===== src/rtl/ram_responder.sv =====
// ram_responder: DEPTH x DATA_W synchronous RAM serving the accumulator CPU's
// memory bus. One-cycle registered read, write-through on stores, out-of-range
// flagging, saturating store-transaction counter.
// Optional feature macro: MEM_CLEAR_SWEEP_EN -- after reset, writes INIT_VAL to
// every word (one per clock) before serving the bus; init_busy is high meanwhile.
module ram_responder #(
  parameter int unsigned       DATA_W    = 16,
  parameter int unsigned       ADDR_W    = 7,
  parameter int unsigned       DEPTH     = 128,
  parameter logic [DATA_W-1:0] INIT_VAL  = '0,
  parameter                    INIT_FILE = ""
) (
  input  logic              clk,
  input  logic              rst_n,
  input  logic [ADDR_W-1:0] Mem_Address,
  input  logic              rd,
  input  logic              wr,
  input  logic [DATA_W-1:0] Data_In,
  output logic [DATA_W-1:0] Mem_Data,
  output logic              addr_err,
  output logic [15:0]       wr_cnt,
  output logic              init_busy
);

  localparam int unsigned     IDX_W   = (DEPTH > 1) ? $clog2(DEPTH) : 1;
  // one extra bit so DEPTH == 2**ADDR_W is representable
  localparam logic [ADDR_W:0] DEPTH_L = (ADDR_W + 1)'(DEPTH);

  typedef enum logic {ST_INIT, ST_SERVE} state_t;

  state_t              state;
  logic                wr_q;
  logic                in_range;
  logic                access;
  logic [IDX_W-1:0]    idx;
  logic                mem_we;
  logic [IDX_W-1:0]    mem_wa;
  logic [DATA_W-1:0]   mem_wd;
  logic [DATA_W-1:0]   mem [DEPTH];

`ifdef MEM_CLEAR_SWEEP_EN
  localparam logic [IDX_W-1:0] LAST = IDX_W'(DEPTH - 1);
  logic [IDX_W-1:0] ptr;
`endif

  // address decode: unsigned compare against the implemented depth
  always_comb begin
    in_range = {1'b0, Mem_Address} < DEPTH_L;
    access   = rd | wr;
    idx      = Mem_Address[IDX_W-1:0];
  end

  // single RAM write port: bus stores in SERVE, clear sweep in INIT
  always_comb begin
    mem_we = 1'b0;
    mem_wa = idx;
    mem_wd = Data_In;
    if (state == ST_SERVE) begin
      mem_we = wr & in_range;
    end
`ifdef MEM_CLEAR_SWEEP_EN
    else begin
      mem_we = 1'b1;
      mem_wa = ptr;
      mem_wd = INIT_VAL;
    end
`endif
  end

  // RAM array update (contents intentionally not reset)
  always_ff @(posedge clk) begin
    if (mem_we) mem[mem_wa] <= mem_wd;
  end

  // bus FSM: read/write-through data path, error pulse, store counter, sweep
  always_ff @(posedge clk or negedge rst_n) begin
    if (!rst_n) begin
      Mem_Data <= '0;
      addr_err <= 1'b0;
      wr_cnt   <= '0;
      wr_q     <= 1'b0;
`ifdef MEM_CLEAR_SWEEP_EN
      state    <= ST_INIT;
      ptr      <= '0;
`else
      state    <= ST_SERVE;
`endif
    end else begin
      wr_q     <= wr;
      addr_err <= 1'b0;
      case (state)
        ST_SERVE: begin
          if (wr && !wr_q && (wr_cnt != '1)) wr_cnt <= wr_cnt + 16'd1;
          if (access && !in_range) begin
            Mem_Data <= '0;
            addr_err <= 1'b1;
          end else if (wr) begin
            Mem_Data <= Data_In;
          end else if (rd) begin
            Mem_Data <= mem[idx];
          end
        end
        default: begin
`ifdef MEM_CLEAR_SWEEP_EN
          Mem_Data <= '0;
          if (ptr == LAST) state <= ST_SERVE;
          else             ptr   <= ptr + IDX_W'(1);
`else
          state <= ST_SERVE;
`endif
        end
      endcase
    end
  end

`ifdef MEM_CLEAR_SWEEP_EN
  assign init_busy = (state == ST_INIT);
`else
  assign init_busy = 1'b0;
`endif

endmodule

===== config.mk =====
export PLATFORM = sky130hd
export DESIGN_NAME = ram_responder
export DESIGN_NICKNAME = d
export VERILOG_FILES = /design/src/rtl/ram_responder.sv
export SDC_FILE = /design/constraint.sdc
export NUM_CORES = 2
export LEC_CHECK = 0
export CORE_MARGIN = 5
export CORE_UTILIZATION = 38
export CTS_BUF_LIST = sky130_fd_sc_hd__clkbuf_4
export DETAILED_ROUTE_END_ITERATION = 6
export MAX_ROUTING_LAYER = met4
export SYNTH_ARGS = -nofsm -noshare
export SYNTH_HDL_FRONTEND = slang
export SYNTH_SLANG_ARGS = --single-unit

===== constraint.sdc =====
create_clock -name clk -period 3 [get_ports clk]
set_input_delay 0.75 -clock clk [delete_from_list [all_inputs] [get_ports clk]]
set_output_delay 0.75 -clock clk [all_outputs]
set_load 0.02 [all_outputs]

# After elaboration in Yosys (flattened, before gate mapping)
# Memory sizes are Yosys's and may differ from the RTL's. A register that Yosys moved wholly into a read port is not among the register bits.
# Cells that the tools add are included.
# W data, S select, Z words.
dict set report totals {
  regBits 17
  ram_bits 2048
  inputBits 27
  output_inout_bits 34
  wordCells 12
  memories 1
}
# name depth word_bits read_ports rd_clocked_by_memory_dff wr line
set memory_table {}
lappend memory_table {mem 128 16 1 1 1 39} ;# logic [DATA_W-1:0] mem [DEPTH];
dict set report classes {
  addsub 1
  eq_ne 1
  muxes 2
  n_reduce_logical 5
}
# cell n
set op_table {}
lappend op_table {{$add A16 B1 Y16 const B} 1}
lappend op_table {{$ne A16 B16 Y1 const B} 1}
lappend op_table {{$logic_and A1 B1 Y1} 2}
lappend op_table {{$logic_not A1 Y1} 2}
lappend op_table {{$mux W1} 2}
lappend op_table {{$reduce_bool A2 Y1} 1}

# Longest topological paths before layout
dict set report logic_depth {
  word_depth 3
  ltp_mapped 13
  depth_no_buf 7
}

# Worst setup path after synthesis
# Ideal clock, no wire load.
dict set report synth_path {
  kind {input-to-reg}
  from {input Mem_Address[2]}
  to {memory mem[25][10], enable pin}
  setup_time_ns 0.388
  t_arrival_ns 2.927
  required_ns 2.612
  path_slack_ns -0.315
  cell_stages 8
  n_path_buf 5
  path_cell_list {buf_4 -> buf_2 -> nor3b_1 -> buf_2 -> buf_1 -> nand2_1 -> clkbuf_1 -> nor2_1}
}
# element line
set synth_lines {}
lappend synth_lines {{from (decl)} 15} ;# input logic [ADDR_W-1:0] Mem_Address,
lappend synth_lines {{to (decl)} 39}
# Straight into the memory's write port.

# Final worst setup path
dict set report layout_path {
  from {register Mem_Data[5] (read register of mem)}
  to {output Mem_Data[5]}
}
# element line
set layout_lines {}
lappend layout_lines {{from (decl)} 19} ;# output logic [DATA_W-1:0] Mem_Data,
# No word-level cell between the ends.

==> summary.txt <==
Routing
  – WL/cell: 32.1 um
  – Antenna-violating nets left: 0
  – DR pass1 iterations: 7
  – Vias: 51200
  – Via density: 5.83
  – DRC errors left: 2
  – Routed Wire Length: 282000 um
  – DR iter-0 viols: 7054

Pwr
  – Reg power frac: 0.522
  – Cell Pwr Density: 614 nW/um^2
  – Total power: 61.8 mW
  – Leakage: 34.4 nW
  – Clock share of power: 0.398
  – Max IR drop VDD: 0.390 mV
  – Comb pwr share: 0.079
  – Psw: 14.8 mW
  – Int Power: 47.0 mW
  – Sw Ratio: 0.239

Floorplan
  – Core area: 212000 um^2
  – Initial Utilization: 0.382
  – # IOs: 61
  – Die width: 472 um
  – Die H: 472 um
  – Std cell rows: 169
  – DIE AREA: 222000 um^2

Yosys
  – Mapped cell area: 81000 um^2
  – Number of flops mapped to enable cells by yosys: 2048
  – Top FF cell, synth: edfxtp_1
  – Synth unique cells: 85
  – Seq/Total Area, Yosys: 0.770
  – Yosys warns: 0
  – Asr flop ratio synth: 0.0159
  – Yosys top cell area share: 0.760
  – Yosys top cell by area: edfxtp_1
  – Top post-synthesis cells by area: edfxtp_1 76%, mux4_2 5.5%, mux2i_1 2.5%
  – Seq cells post-synth: 2081
  – Avg Cell Area, Syn: 18.8 um^2
  – Cells after synthesis: 4295

Critical path
  – Worst Setup SP: Mem_Data[5]$_DFFE_PN0P_
  – Cells on worst reg2reg path: 7
  – Worst path arrival time: 2.12 ns
  – Flop2flop setup slack: 0.13 ns
  – Worst path buffer plus inverter count: 1
  – R2R Path End: Mem_Data[13]$_DFFE_PN0P_
  – CP Depth: 1
  – Worst Setup EP: Mem_Data[5]
  – Reg2reg start: mem[90][13]$_DFFE_PP_
  – Worst setup SP type: flip-flop
  – Cell family with most CP delay: flip-flops
  – Critical path, cell by cell: clkdlybuf4s15_2
  – Slowest CP cell: dfrtp_2
  – Crit path capture type: output pin
  – CP Class: reg2out
  – Worst path max stage delay: 0.51 ns
  – Crit Path Max Fanout: 3
  – Req. time, crit path: 2.25 ns

Clocking
  – Clock tree buffer depth: 4
  – CTS root buf: clkbuf_4
  – Num CTS Buffers: 562
  – Clock sinks: 2081
  – Clk slew on worst S/H paths: 0.07 ns
  – Clock insertion delay at the later pin of the skew report: 1.38 ns
  – H-tree levels: 6
  – CTS tree: yes

STA
  – Post-layout min period: 2.87 ns
  – Max-slew violations: 0
  – Setup TNS: 0 ns
  – Setup-failing EPs final: 0
  – Post-route worst setup slack: 0.132 ns
  – Final hold viol count: 0
  – Setup Skew: 0.111 ns
  – Slew @ Worst Pin: 1.11 ns
  – Max Fclk: 349 MHz
  – Period utilization: 0.956
  – RSZ-0062 raised after global routing: no
  – Final Hold Slack: 0.250 ns
  – Slew HR: 0.261

Final layout
  – Fin cells: 8784
  – Filler cells: 18000
  – Nets: 5621
  – Most common cell after layout, fill and taps aside: edfxtp_1
  – Commonest non-fill, non-tap cells in the layout: 2048 x edfxtp_1, 807 x clkbuf_4, 731 x buf_4
  – Fraction of layout cells with a size suffix above 1: 0.386
  – Area grow syn2layout: 24.3%

Placed design
  – Placer congestion estimate: 0.972
  – Post-DP HPWL: 187000 um
  – Pre-CTS setup slack: -0.787 ns
  – Cells after DPL: 7828
  – Input/output buffers: 58

Run status
  – Outcome: complete, but fails checks
  – Violated checks: DRC

GRT
  – Antenna violations before repair: 15
  – Largest net degree at the start of global routing: 130
  – GRT Total Usage: 0.257
  – Remaining Overflow, GRT: 0
  – First-pass GRT wire length: 392000 um
  – Number of global-route vias before repair: 50500

Min path
  – Hold WC Path Type: in2reg
  – Hold_sp: rd
  – Hold path cells: 4

Flow run
  – Max-Cap Viols: 0
## sequential cells by signal, summed over array words and instances, names as in the netlist
register	flops
wr_q	1
mem	2048
Mem_Data	16
wr_cnt	16
## power groups by stage
stage | clock (mW) | combinational (mW) | sequential [mW]
floorplan | 0 | 1.73 | 32.9
global placement | 0 | 4.79 | 32.9
detailed placement | 0 | 4.82 | 32.9
CTS | 25.1 | 4.83 | 32.3
global route | 26.7 | 5.02 | 32.2
finish | 24.6 | 4.91 | 32.3
## per-stage QoR
stage                     utilization  instance area, um^2
after floorplan                     -                81100
after global placement          0.442                93700
after detailed placement        0.442                93700
after CTS                       0.474               101000
after global routing            0.475               101000
final                           0.475               101000
## metal layers
layer / vias to the layer above / track usage / wire length [um]
met5: - / - / 0
met4: 0 / 0.120 / 14200
met3: 622 / 0.0615 / 31000
met2: 3380 / 0.379 / 128000
met1: 26400 / 0.338 / 109000
li1: 20800 / - / -
## area by class of cell
type                    instances  area, um^2  area share
diodes                         11        27.5    0.000273
multi-input cells            1917       17200       0.171
clock buffers                 807        6060      0.0602
well taps                    2821        3530      0.0351
clock inverters               116         696     0.00691
flip-flops and latches       2081       62300       0.619
inverters                       6        35.0    0.000348
repair buffers               1025       10700       0.107
## worst min path at each step
stage                                   end  slack [ns]
floorplan           Mem_Data[0]$_DFFE_PN0P_        0.45
global placement     wr_cnt[12]$_DFFE_PN0P_        0.47
detailed placement   wr_cnt[12]$_DFFE_PN0P_        0.49
CTS                 Mem_Data[8]$_DFFE_PN0P_        0.07
global route        Mem_Data[8]$_DFFE_PN0P_        0.21
finish              Mem_Data[8]$_DFFE_PN0P_        0.25
## synth_stat cells, drive strengths merged, types with 5 or more instances
cell,instances
nand2,174
o22a,16
dfrtp,33
a22o,30
nand4,10
o2111ai,6
o311ai,5
nor2b,11
mux2i,200
o22ai,69
or2,8
a32oi,6
nor3,14
o21ai,104
mux4,205
a21oi,99
a22oi,88
mux2,157
a221o,73
a2111oi,7
nand3,16
and3,6
nor2,243
and2,10
inv,6
clkbuf,84
a211oi,12
o221ai,17
a31oi,22
a222oi,14
buf,208
a221oi,178
nor4,8
o31ai,6
and4,8
o211ai,14
edfxtp,2048
xnor2,12
nand2b,8
o2bb2ai,12
## what timing repair did
action / in CTS / in global routing
gates resized for setup: 104 / 0
endpoints found under the setup margin: 32 / 0
endpoints found under the hold margin: 807 / 0
hold buffers: 21 / 0
buffers inserted: 1 / 0
## cells by family (layout without fill, tap and decap cells)
group	Yosys count	after routing	synth area share
AOI/OAI and AO/OA	809	809	0.0756
xor gates and xnor gates	15	15	0.00162
adders and majority gates	1	1	0.000155
buffers and inverters	298	1954	0.0204
DFF	2081	2081	0.770
muxes	562	562	0.104
other	1	13	0.0000463
and+or+nand+nor	528	528	0.0283
Power figures use the tool's default switching activity.
